[src/rtl/descrambler_rx.sv]
// descrambler_rx
// Receive-side descrambler for the 802.11a PHY (x^7 + x^4 + 1).
// The transmitter seed is never sent. Bits 0..6 of SERVICE are zero before
// scrambling, so the first 7 received bits are the raw scrambler sequence.
// Shifting those 7 bits in reproduces the transmitter state. After that the
// block runs the same LFSR and XORs it out of the stream.
//
// Ports
//   clk           rising-edge clock
//   reset         asynchronous, active-low reset
//   start         pulse; begins a frame, latches num_bits (aborts any frame)
//   num_bits      total frame bits including SERVICE; 0 means no frame
//   x, in_valid   scrambled input bit and its qualifier
//   x_descrambled registered descrambled bit (forced 0 while seeding)
//   valid, last   output qualifier and final-bit marker
//   lock_state    recovered scrambler state after 7 bits
//   locked        lock_state is valid for the current frame
//   service_err   sticky: a descrambled reserved SERVICE bit (7..15) was 1
module descrambler_rx #(
  parameter int LEN_W = 16
) (
  input  logic             clk,
  input  logic             reset,
  input  logic             start,
  input  logic [LEN_W-1:0] num_bits,
  input  logic             x,
  input  logic             in_valid,
  output logic             x_descrambled,
  output logic             valid,
  output logic             last,
  output logic [6:0]       lock_state,
  output logic             locked,
  output logic             service_err
);

  localparam logic [1:0] IDLE = 2'd0;
  localparam logic [1:0] SEED = 2'd1;
  localparam logic [1:0] RUN  = 2'd2;

  logic [1:0]       state;
  logic [6:0]       s;
  logic [LEN_W-1:0] cnt;
  logic [LEN_W-1:0] nb;

  // Effective state/count/length for this cycle. A start takes effect
  // immediately, so a bit arriving with start is bit 0 of the new frame.
  logic [1:0]       st_e;
  logic [LEN_W-1:0] cnt_e;
  logic [LEN_W-1:0] nb_e;
  logic             p;
  logic             d;
  logic             accept;
  logic             frame_end;
  logic             svc_win;
  logic             new_frame;

  always_comb begin
    new_frame = start && (num_bits != '0);
    st_e  = state;
    cnt_e = cnt;
    nb_e  = nb;
    if (start) begin
      // start with a zero length drops any frame in progress but
      // leaves the count, length and status untouched
      st_e = new_frame ? SEED : IDLE;
      if (new_frame) begin
        cnt_e = '0;
        nb_e  = num_bits;
      end
    end
    p         = s[6] ^ s[3];
    d         = x ^ p;
    accept    = in_valid && (st_e != IDLE);
    frame_end = (cnt_e == nb_e - LEN_W'(1));
    svc_win   = (cnt_e >= LEN_W'(7)) && (cnt_e <= LEN_W'(15));
  end

  always_ff @(posedge clk or negedge reset) begin
    if (!reset) begin
      state         <= IDLE;
      s             <= '0;
      cnt           <= '0;
      nb            <= '0;
      lock_state    <= '0;
      x_descrambled <= 1'b0;
      valid         <= 1'b0;
      last          <= 1'b0;
      locked        <= 1'b0;
      service_err   <= 1'b0;
    end else begin
      valid <= 1'b0;
      last  <= 1'b0;
      state <= st_e;
      cnt   <= cnt_e;
      nb    <= nb_e;
      if (new_frame) begin
        locked      <= 1'b0;
        service_err <= 1'b0;
      end
      if (accept) begin
        valid <= 1'b1;
        cnt   <= cnt_e + LEN_W'(1);
        if (st_e == SEED) begin
          // The payload is zero here, so the received bit is the
          // scrambler bit itself.
          s             <= {s[5:0], x};
          x_descrambled <= 1'b0;
          if (cnt_e == LEN_W'(6)) begin
            locked     <= 1'b1;
            lock_state <= {s[5:0], x};
            state      <= RUN;
          end
        end else begin
          s             <= {s[5:0], p};
          x_descrambled <= d;
          if (svc_win && d)
            service_err <= 1'b1;
        end
        // The frame end overrides SEED->RUN for frames shorter than 8 bits.
        if (frame_end) begin
          last  <= 1'b1;
          state <= IDLE;
        end
      end
    end
  end

endmodule

[config.mk]
export PLATFORM = sky130hd
export DESIGN_NAME = descrambler_rx
export DESIGN_NICKNAME = d
export VERILOG_FILES = /design/src/rtl/descrambler_rx.sv
export SDC_FILE = /design/constraint.sdc
export NUM_CORES = 1
export LEC_CHECK = 0
export BUFFER_PORTS_ARGS = -buffer_cell sky130_fd_sc_hd__buf_2
export CAP_MARGIN = 40
export CORE_ASPECT_RATIO = 1.5
export CORE_UTILIZATION = 60
export DETAILED_ROUTE_END_ITERATION = 8
export PLACE_DENSITY = 0.81
export SLEW_MARGIN = 20
export SYNTH_ARGS = -nofsm -noshare
export SYNTH_HDL_FRONTEND = slang
export SYNTH_SLANG_ARGS = --single-unit
[constraint.sdc]
create_clock -name clk -period 7.3 [get_ports clk]
set_clock_uncertainty 0.1 [all_clocks]
set_input_delay 0 -clock clk [delete_from_list [all_inputs] [get_ports clk]]
set_output_delay 0 -clock clk [all_outputs]
set_load 0.03 [all_outputs]
[Yosys cells after proc, flatten, opt, wreduce, memory -nomap -nowiden]
Cells that the tools add are included.
Word-level totals
  bits in registers: 53
  word-level logic and storage cells: 50
  input bits: 21
Operators by class
  mux-type cells: 24
  add/subtract/negate cells: 2
  $lt $le $gt $ge: 2
  bitwise logic cells: 2
  reductions and logical operators: 7
  equality and inequality tests: 3
Operators by type and width (number)
  $mux 16: 5
  $add 16x1->16 const B: 1
  $eq 16x16->1: 1
  $eq 16x3->1 const B: 1
  $ge 16x3->1 const B: 1
  $le 16x4->1 const B: 1
  $reduce_bool 16->1: 1
  $sub 16x1->16 const B: 1
  $mux 1: 14
  $mux 2: 5
  $logic_and 1x1->1: 4
  $reduce_and 3->1: 1
  $eq 2x1->1 const B: 1
  $reduce_bool 2->1: 1
  $xor 1x1->1: 2

[Depth between registers and ports, before layout]
Gate-level depths: netlist of the first run.
  depth after elaboration: 10
  mapped depth: 16
  mapped depth without buffers: 13

[Worst setup path after synthesis of the first run]
OpenSTA, ideal clock, no wires.
  kind: in2reg
  start: in num_bits[2]
  end: reg state[0]
  cell stages on the path: 16
  slack: 4328 ps
  buffers on the path: 3
  required time: 7049 ps
  data arrival time: 2720 ps
  cells stage by stage: buf_6 nor3_1 nand2_1 o21ai_4 buf_6 buf_6 nand2_1 and2_1 ha_1 o21ai_1 a31oi_2 xnor2_1 o41ai_2 o2111ai_1 nor4_4 a2111oi_2
Between the ends
  word-level cells in the longest chain between the ends: 9
  elaborated cells on any way between the ends: 18
  classes of those cells: add/sub (1); eq/ne (3); mux (10); reduce/logical (4)
RTL lines
  start, declared: line 25  | input logic [LEN_W-1:0] num_bits,
  parallel branches: the longest is 8 deep, another holds $sub 16x1->16
  $mux 2 (*): line 100  | if (accept) begin
  end signal, assigned: line 93  | state <= st_e;
  end, declared: line 40  | logic [1:0] state;
Every way passes the cells marked *.
A chain may end at the register's enable or synchronous reset.

[Final worst setup path of the first run]
  start: in num_bits[1]
  end: reg lock_state[3]
Between the ends
  word-level cells in the longest chain between the ends: 7
  elaborated cells on any way between the ends: 11
  classes of those cells: eq/ne (2); mux (4); reduce/logical (5)
RTL lines
  $reduce_bool 16->1 (*): line 58  | new_frame = start && (num_bits != '0);
  $logic_and 1x1->1 (*): line 58
  parallel branches: the longest is 4 deep, another holds $mux 16
  $reduce_and 3->1 (no line) (*)
  end signal, assigned: line 110  | lock_state <= {s[5:0], x};
  end, declared: line 31  | output logic [6:0] lock_state,
Marks and branches as above.

==> results of run 1 <==
state kept, by name (all words and copies together) (netlist names):
| name | cells |
|---|---|
| valid | 1 |
| locked | 1 |
| last | 1 |
| s | 7 |
| x_descrambled | 1 |
| service_err | 1 |
| nb | 16 |
| lock_state | 7 |
| state | 2 |
| cnt | 16 |
final cells by class:
class | count | area, um^2
inverter | 13 | 48.8
timing repair buffer | 56 | 390
fill | 450 | 1560
tap | 70 | 87.6
sequential | 53 | 1330
clock buffer | 5 | 68.8
clock inverter | 3 | 47.5
multi-input combinational | 291 | 1960
path summary, 6_finish.rpt:
kind | startpoint | end | slack [ns] | cells past startpoint
max in group asynchronous | reset | cnt[13] | 6.43 | 3
worst max register to register | nb[2] | state[0] | 4.40 | 8
worst min register to register | locked | locked | 0.39 | 1
worst max-delay path | num_bits[1] | lock_state[3] | 3.63 | 11
worst min-delay path | start | nb[4] | 0.14 | 3
min in group asynchronous | reset | nb[1] | 0.22 | 3
cell families (layout without fill, tap and decap cells):
family,count (synthesis),in the layout,share of synthesized area [%]
buf+inv,32,77,4.68
simple gates,155,155,24.1
compound gates,79,79,16.8
mux,19,19,6.06
xor+xnor,35,35,8.89
flops,53,53,38.4
fa+ha+maj,3,3,1.09
per-layer routing:
| metal | share of wire (%) | routed length [um] | global-route usage (%) |
|---|---|---|---|
| met1 | 40 | 3560 | 37.8 |
| met2 | 51 | 4560 | 54.0 |
| met3 | 4.8 | 434 | 3.86 |
| met4 | 4.5 | 406 | 18.0 |
| met5 | 0 | 0 | 0 |
cells in the final DEF (no fill, tap or decap), drive strengths merged, types with 3 or more instances in the layout:
master	n
a21oi	20
a22o	5
a22oi	4
a31oi	8
and2	4
buf	36
clkbuf	5
dfrtp	53
dlygate4sd3	20
ha	3
inv	15
mux2	15
mux2i	4
nand2	43
nand3	12
nand3b	3
nand4	6
nor2	35
nor3	16
nor4	15
o2111ai	4
o21ai	17
or3	13
xnor2	12
xor2	23
critical path: cells and delay by family:
family	cells	cell delay [ns]
simple gates	5	1.87
buf+inv	3	1.08
mux	1	0.41
compound gates	1	0.22
fa+ha+maj	1	0.19
through the flow:
stage,hold slack (ns),instances,cell area [um^2],setup slack (ns)
6_report,0.145,491,3930,3.63
5_1_grt,0.179,491,3930,3.41
4_1_cts,0.131,491,3930,3.70
3_5_place_dp,0.0568,463,3610,3.96
3_3_place_gp,0.0545,463,3610,4.12
2_1_floorplan,-0.396,376,3450,4.33
power groups by stage:
stage | combinational [mW] | clock, mW | sequential [mW]
final | 0.142 | 0.216 | 0.338
after CTS | 0.140 | 0.217 | 0.338
after global routing | 0.155 | 0.228 | 0.342
after detailed placement | 0.131 | 0 | 0.344
after global placement | 0.129 | 0 | 0.343
after floorplan | 0.0906 | 0 | 0.341
repair_timing:
| item | in CTS | in global routing |
|---|---|---|
| endpoints found under the setup margin | 0 | 0 |
| endpoints found under the hold margin | 72 | 0 |
| hold buffers | 20 | 0 |
==> flow_summary.yaml, run 1 <==
outcome:
  status: "finished clean"
sta:
  rsz0062_at_grt: "false"
  layout_min_cycle_time_ns: 3.67
  min_period_over_period_pct: 50.3
  max_slew_margin_pct: 46.3
  setup_viol: 0
  fmax_ghz: 0.273
  fin_setup_tns_ns: 0
  max_slew.worst_pin.slew_ns: 0.794
  drv_slew: 0
  hold_viol: 0
die:
  initial_utilization_pct: 62.8
  row_count: 33
  boundaryPins: 33
  die_h_um: 94.9
  core_mm2: 0.00549
  die-area_mm2: 0.00606
  die_w_um: 63.9
route:
  first_iter_violations: 317
  route.detailed.drc: 0
  final_antenna_net_count: 0
  viasPerCell: 6.27
  route.vias.total: 3077
  wirelength_um: 8950
  first_pass_iters: 5
  wl_per_cell_um: 18.2
power:
  static-leakage-power_nw: 1.65
  comb_power_share_pct: 20.4
  switching_share_pct: 31.1
  irDropWorstVdd_v: 0.000163
  p_switching_mw: 0.216
  cellPowerDensity_mw_per_mm2: 177
  seqPwrFrac_pct: 48.6
  power_mw: 0.696
  p_int_mw: 0.480
  pwr-share-clk_pct: 31.0
synthesis:
  synthesis.area_mm2: 0.00345
  synthFlopType: "dfrtp_1"
  synthMostInstantiatedCell: "dfrtp_1"
  synth_edf_count: 0
  synth_commonest_cells: "53 x dfrtp_1, 43 x nand2_1, 33 x nor2_1"
  ys_ff_latch: 53
  ys_async_sr_fraction_pct: 100
  seq_area_frac_synth_pct: 38.4
  synth_cell_types: 58
  avgSynthCellArea_um2: 9.17
  synthTopCellsByArea: "dfrtp_1 38%, xor2_1 5.8%, mux2_2 4.9%, nand2_1 4.7%, nor2_1 3.6%"
  syn_inst: 376
  yosys.area.top_type_share_pct: 38.4
  ys_warn_count: 0
  yosysTopAreaCell: "dfrtp_1"
  synth_fp_nets: 400
worst_setup_path:
  critPathRequiredTime_ns: 7.41
  worstSetupStartpointType: "input pin"
  path_cells: "dlygate4sd3_1, buf_2, nor3_1, nand2_1, o21ai_4, buf_4, and2_1, ha_1, nand3b_1, nor4_4, mux2_2"
  cp_slowest_cell: "nor4_4"
  crit_fanout: 35
  endpoint_kind: "register"
  slowest_delay_ns: 0.69
  criticalPathCategory: "in2reg"
  crit_arrival_ns: 3.77
global_routing:
  grt.overflow.total: 0
  grt_use_total_pct: 31.5
  grt_pass1_wl_um: 14500
  grt_max_degree: 54
  antenna_found_initial: 0
  first_global_vias: 3002
clocking:
  cts_tree: "done"
  cts_resized: 0
  insertion_delay_ns: 0.32
  clock_sinks: 53
  path_clk_slew_ns: 0.11
  htree_levels: 2
  root_buffer: "clkbuf_8"
  cts_buffer_depth: 2
  numCtsBuffers: 5
  cts_setup_buffers: 0
placed_design:
  io_buffers: 32
  dpl.hpwl_um: 6300
  gp_congestion: 0.970
cells_and_area:
  diodes: 0
  syn2layout_area_growth_pct: 14.0
  nets: 444
  final_core_util_pct: 71.6
  layout-drive-gt1-share_pct: 19.5
flow_run:
  max-cap-violations: 0
hold_path:
  hp-class: "in2reg"
Note: power is estimated with default switching activity, not from simulation.
==> run 2: changes to the inputs <==
Settings changed: CORE_UTILIZATION 60 to 54, PLACE_DENSITY 0.81 to 0.77.
Clock period 7.3 ns to 3.31 ns, I/O delays scaled along.
==> run 2 against run 1 <==
Clock power grew 70%. First-iteration DRC count grew 19%. Sequential share of layout area decreased by 1.1 points. Routed wire length increased by 1.2%. Register-to-register slack got worse by 3.9 ns. Combinational power is 130% higher. Critical path depth increased by 1. Sequential power is 120% higher. Worst hold slack got worse by 0.12 ns. Critical endpoint is now state[0]. Cell area grew 3.3%. Non-clock buffer count is 14 higher. Die area is 11% higher.
==> flow_summary.yaml, run 2 (synthesis gave the netlist of run 1 again) <==
outcome:
  status: "finished clean"
worst_setup_path:
  reg2regPathDepth: 8
  path_cells: "dlygate4sd3_1, buf_2, or3_4, nor3_4, a21oi_2, buf_4, or3_1, a221oi_1, o22ai_1, nand3_1, nor4_4, a2111oi_2"
  slowest_delay_ns: 0.53
  crit_fanout: 9
  cp_slowest_cell: "dlygate4sd3_1"
  timing.rr.end: "state[0]"
  reg2reg_setup_slack_ns: 0.50
  crit_buf_inv: 3
  worstSetupStartpointType: "input pin"
  criticalPathCategory: "in2reg"
  rr_startpoint: "nb[2]"
  crit_arrival_ns: 3.22
  endpoint_kind: "register"
  critPathRequiredTime_ns: 3.41
  cpLargestDelayFamily: "simple AND/OR/NAND/NOR gates"
route:
  route.vias.total: 3217
  first_pass_iters: 6
  route.detailed.drc: 0
  wirelength_um: 9050
  first_iter_violations: 378
  wl_per_cell_um: 17.8
  final_antenna_net_count: 0
  viasPerCell: 6.32
die:
  row_count: 35
  core_mm2: 0.00617
  boundaryPins: 33
  die_w_um: 67.3
  initial_utilization_pct: 55.9
  die_h_um: 99.9
  die-area_mm2: 0.00672
cells_and_area:
  seqCellArea_mm2: 0.00133
  fin_cells: 509
  layout_common_cells: "53 x dfrtp_1, 43 x nand2_1, 32 x nor2_1, 32 x buf_2, 23 x xor2_1"
  final_core_util_pct: 65.8
  syn2layout_area_growth_pct: 17.8
  layout_commonest_cell: "dfrtp_1"
  multi_input_area_mm2: 0.00200
  layout-drive-gt1-share_pct: 22.1
  fillerInstances: 522
  largestRegisters: "cnt (16), nb (16)"
  postLayoutCellArea_mm2: 0.00406
  diodes: 0
  nets: 458
placed_design:
  dpl.hpwl_um: 6670
  placed_cells: 479
  placed_cell_area_mm2: 0.00372
  io_buffers: 32
  pre_cts_ws_ns: 0.320
  gp_congestion: 0.941
sta:
  setup_viol: 0
  hold_viol: 0
  layout_min_cycle_time_ns: 3.12
  max_slew.worst_pin.slew_ns: 0.762
  setup_slack_ns: 0.194
  drv_slew: 0
  fin_setup_tns_ns: 0
  hold_ws_ns: 0.0256
  rsz0062_at_grt: "false"
  min_period_over_period_pct: 94.1
  max_slew_margin_pct: 49.2
  fmax_ghz: 0.321
power:
  irDropWorstVdd_v: 0.000338
  cellPowerDensity_mw_per_mm2: 355
  power_mw: 1.44
  static-leakage-power_nw: 1.71
clocking:
  root_buffer: "clkbuf_8"
  htree_levels: 2
  cts_tree: "done"
  clock_sinks: 53
  path_clk_slew_ns: 0.10
  cts_buffer_depth: 2
  numCtsBuffers: 5
  insertion_delay_ns: 0.31
  cts_setup_buffers: 0
hold_path:
  worstHoldEndpoint: "nb[0]"
  holdPathStages: 4
  hp-start: "num_bits[0]"
  hp-class: "in2reg"
flow_run:
  max-cap-violations: 0
global_routing:
  grt.overflow.total: 0
  antenna_found_initial: 0
  grt_pass1_wl_um: 14800
  grt_use_total_pct: 29.0
  first_global_vias: 3116
  grt_max_degree: 32
==> run 2: changes by cell type in the layout (fill, tap and decap cells not counted), moves of 2 or more <==
cell           before  now
buf_4               4   15
dlygate4sd3_1      20   22
clkbuf_1            0    2
inv_6               2    0
nor4_4              2    4
==> run 2: repair_timing <==
action | CTS | global route
setup endpoints to repair | 0 | 5
gates resized for setup | 0 | 6
hold buffers | 22 | 0
endpoints found under the hold margin | 56 | 0
==> run 2: worst register-to-register path, cell delays in order (launching register included) <==
cell	delay, ns
dfrtp_1	0.47
or3_1	0.51
or3_1	0.40
nor4_2	0.16
a21oi_1	0.10
o41ai_2	0.28
o2111ai_1	0.20
nor4_4	0.40
a2111oi_2	0.07
==> run 2: report_power, final <==
part | internal, mW | total [mW] | switching [mW]
combinational | 0.141 | 0.331 | 0.189
clock | 0.150 | 0.367 | 0.216
sequential | 0.695 | 0.744 | 0.0493
==> run 2: final cells by class <==
cell class	instances	area share [%]
multi-input combinational	291	49.2
sequential	53	32.6
clock buffer	7	1.88
inverter	13	1.20
tap	74	2.28
timing repair buffer	70	12.6
clock inverter	1	0.185
==> run 2: worst max-delay path by stage <==
| stage | startpoint | endpoint | cells after the start |
|---|---|---|---|
| floorplan | num_bits[2] | state[0] | 16 |
| global route | num_bits[1] | state[0] | 16 |
| detailed placement | num_bits[2] | state[0] | 14 |
| CTS | num_bits[13] | state[0] | 15 |
| global placement | num_bits[2] | state[0] | 14 |
| finish | num_bits[2] | state[0] | 12 |
==> run 2: per-layer routing <==
metal | vias to the layer above | GRT usage, % | part of all wire [%]
met3 | 35 | 3.86 | 5.9
met1 | 1520 | 35.6 | 40
met2 | 176 | 48.9 | 50
li1 | 1486 | - | -
met5 | - | 0 | 0
met4 | 0 | 14.1 | 4.0
==> run 3: changes to the inputs <==
Settings changed: CORE_ASPECT_RATIO 1.5 to default, SETUP_SLACK_MARGIN from default to 0.2.
==> run 3 against run 2 <==
Sequential share of layout area barely moved. Cell area about the same. Fmax up 5.6%. Critical path depth is 1 lower. Clock power increased by 11%. Register-to-register slack about the same. Via count shrank 2.8%. Routed wire length shrank 0.99%. Combinational power is essentially flat. Count of clock-buffer cells in the layout is 2 lower. Highest routed layer unchanged. Die area is essentially flat.
==> flow_summary.yaml, run 3 (synthesis gave the netlist of run 1 again) <==
outcome:
  status: "finished clean"
worst_setup_path:
  crit_path_frequent_cell: "nor4_4"
  cpLargestDelayFamily: "simple AND/OR/NAND/NOR gates"
  critPathRequiredTime_ns: 3.42
  crit_buf_inv: 3
  crit_fanout: 30
  crit_arrival_ns: 3.06
  worstSetupStartpointType: "input pin"
  rr_startpoint: "nb[2]"
  timing.rr.end: "state[0]"
  reg2reg_setup_slack_ns: 0.49
  path_cells: "dlygate4sd3_1, buf_2, nor4_4, nand3_2, o21ai_4, buf_6, and2_1, ha_1, nand3b_1, nor4_4, mux2_2"
  cp_slowest_cell: "nor4_4"
  path_depth: 11
  reg2regPathDepth: 9
  endpoint_kind: "register"
  criticalPathCategory: "in2reg"
  slowest_delay_ns: 0.62
cells_and_area:
  diodes: 0
  final_core_util_pct: 67.4
  nets: 455
  syn2layout_area_growth_pct: 17.7
  layout-drive-gt1-share_pct: 22.9
  largestRegisters: "cnt (16), nb (16)"
  layout_commonest_cell: "dfrtp_1"
  layout_common_cells: "53 x dfrtp_1, 43 x nand2_1, 32 x buf_2, 31 x nor2_1, 23 x xor2_1"
power:
  irDropWorstVdd_v: 0.000343
  static-leakage-power_nw: 1.70
  cellPowerDensity_mw_per_mm2: 365
sta:
  max_slew.worst_pin.slew_ns: 0.743
  setup_viol: 0
  fmax_ghz: 0.339
  rsz0062_at_grt: "false"
  layout_min_cycle_time_ns: 2.95
  min_period_over_period_pct: 89.2
  drv_slew: 0
  max_slew_margin_pct: 50.4
  fin_setup_tns_ns: 0
  hold_ws_ns: 0.0874
  hold_viol: 0
global_routing:
  antenna_found_initial: 0
  grt_max_degree: 33
  first_global_vias: 2961
  grt_pass1_wl_um: 14600
  grt.overflow.total: 0
  grt_use_total_pct: 28.6
die:
  core_mm2: 0.00603
  die_w_um: 81.9
  die_h_um: 81.9
  row_count: 28
  initial_utilization_pct: 57.2
  die-area_mm2: 0.00671
  boundaryPins: 33
clocking:
  numCtsBuffers: 5
  root_buffer: "clkbuf_8"
  cts_tree: "done"
  clock_sinks: 53
  insertion_delay_ns: 0.31
  cts_buffer_depth: 2
  htree_levels: 2
  path_clk_slew_ns: 0.11
route:
  first_pass_iters: 5
  route.detailed.drc: 0
  viasPerCell: 6.17
  final_antenna_net_count: 0
  wl_per_cell_um: 17.7
  first_iter_violations: 319
  route.vias.total: 3127
  wirelength_um: 8960
hold_path:
  hp-class: "in2reg"
  holdPathStages: 3
  worstHoldEndpoint: "nb[15]"
  hp-start: "start"
flow_run:
  max-cap-violations: 0
placed_design:
  gp_congestion: 0.957
  dpl.hpwl_um: 6350
  io_buffers: 32
[run 3: timing repair]
action | CTS | global route
endpoints found under the setup margin | 0 | 15
buffers inserted | 0 | 2
endpoints found under the hold margin | 50 | 0
resized for setup | 0 | 10
hold buffers | 20 | 0
[run 3: metal layers]
layer  wire, um  share of wire [%]  vias to the layer above  global-route usage, %
li1           -                  -                     1472                      -
met1       4110                 46                     1503                   40.3
met2       4160                 46                      134                   45.0
met3        544                6.1                       18                   5.00
met4        148                1.7                        0                   7.89
met5          0                  0                        -                      0
[run 3: report_power, final]
| group | total, mW | switching (mW) | internal (mW) |
|---|---|---|---|
| registers | 0.747 | 0.0515 | 0.695 |
| logic | 0.329 | 0.188 | 0.141 |
| clock network | 0.407 | 0.248 | 0.158 |
[run 3: metrics by stage]
step / setup slack, ns / std cells / cell area [um^2] / power, mW
after global placement: 0.334 / 477 / 3690 / 1.05
after global routing: 0.192 / 507 / 4060 / 1.56
after detailed placement: 0.290 / 477 / 3690 / 1.05
final: 0.358 / 507 / 4060 / 1.48
after CTS: 0.215 / 505 / 3990 / 1.48
after floorplan: 0.338 / 376 / 3450 / 0.953
[run 3: layout make-up]
| cell class | count | area, um^2 |
|---|---|---|
| multi-input combinational | 291 | 2010 |
| fill | 475 | 1970 |
| sequential | 53 | 1330 |
| timing repair buffer | 67 | 477 |
| tap | 75 | 93.8 |
| clock buffer | 5 | 68.8 |
| inverter | 13 | 48.8 |
| clock inverter | 3 | 33.8 |
[run 3: worst min-delay path: stages]
cell     delay [ns]
buf_2          0.27
nand2_1        0.13
nand2_1        0.05
[run 3: worst max path at each step]
stage / startpoint / endpoint / slack [ns]
finish: num_bits[8] / lock_state[2] / 0.36
floorplan: num_bits[2] / state[0] / 0.34
global placement: num_bits[13] / state[0] / 0.33
global route: num_bits[8] / cnt[12] / 0.19
CTS: num_bits[1] / lock_state[6] / 0.22
detailed placement: num_bits[13] / lock_state[2] / 0.29
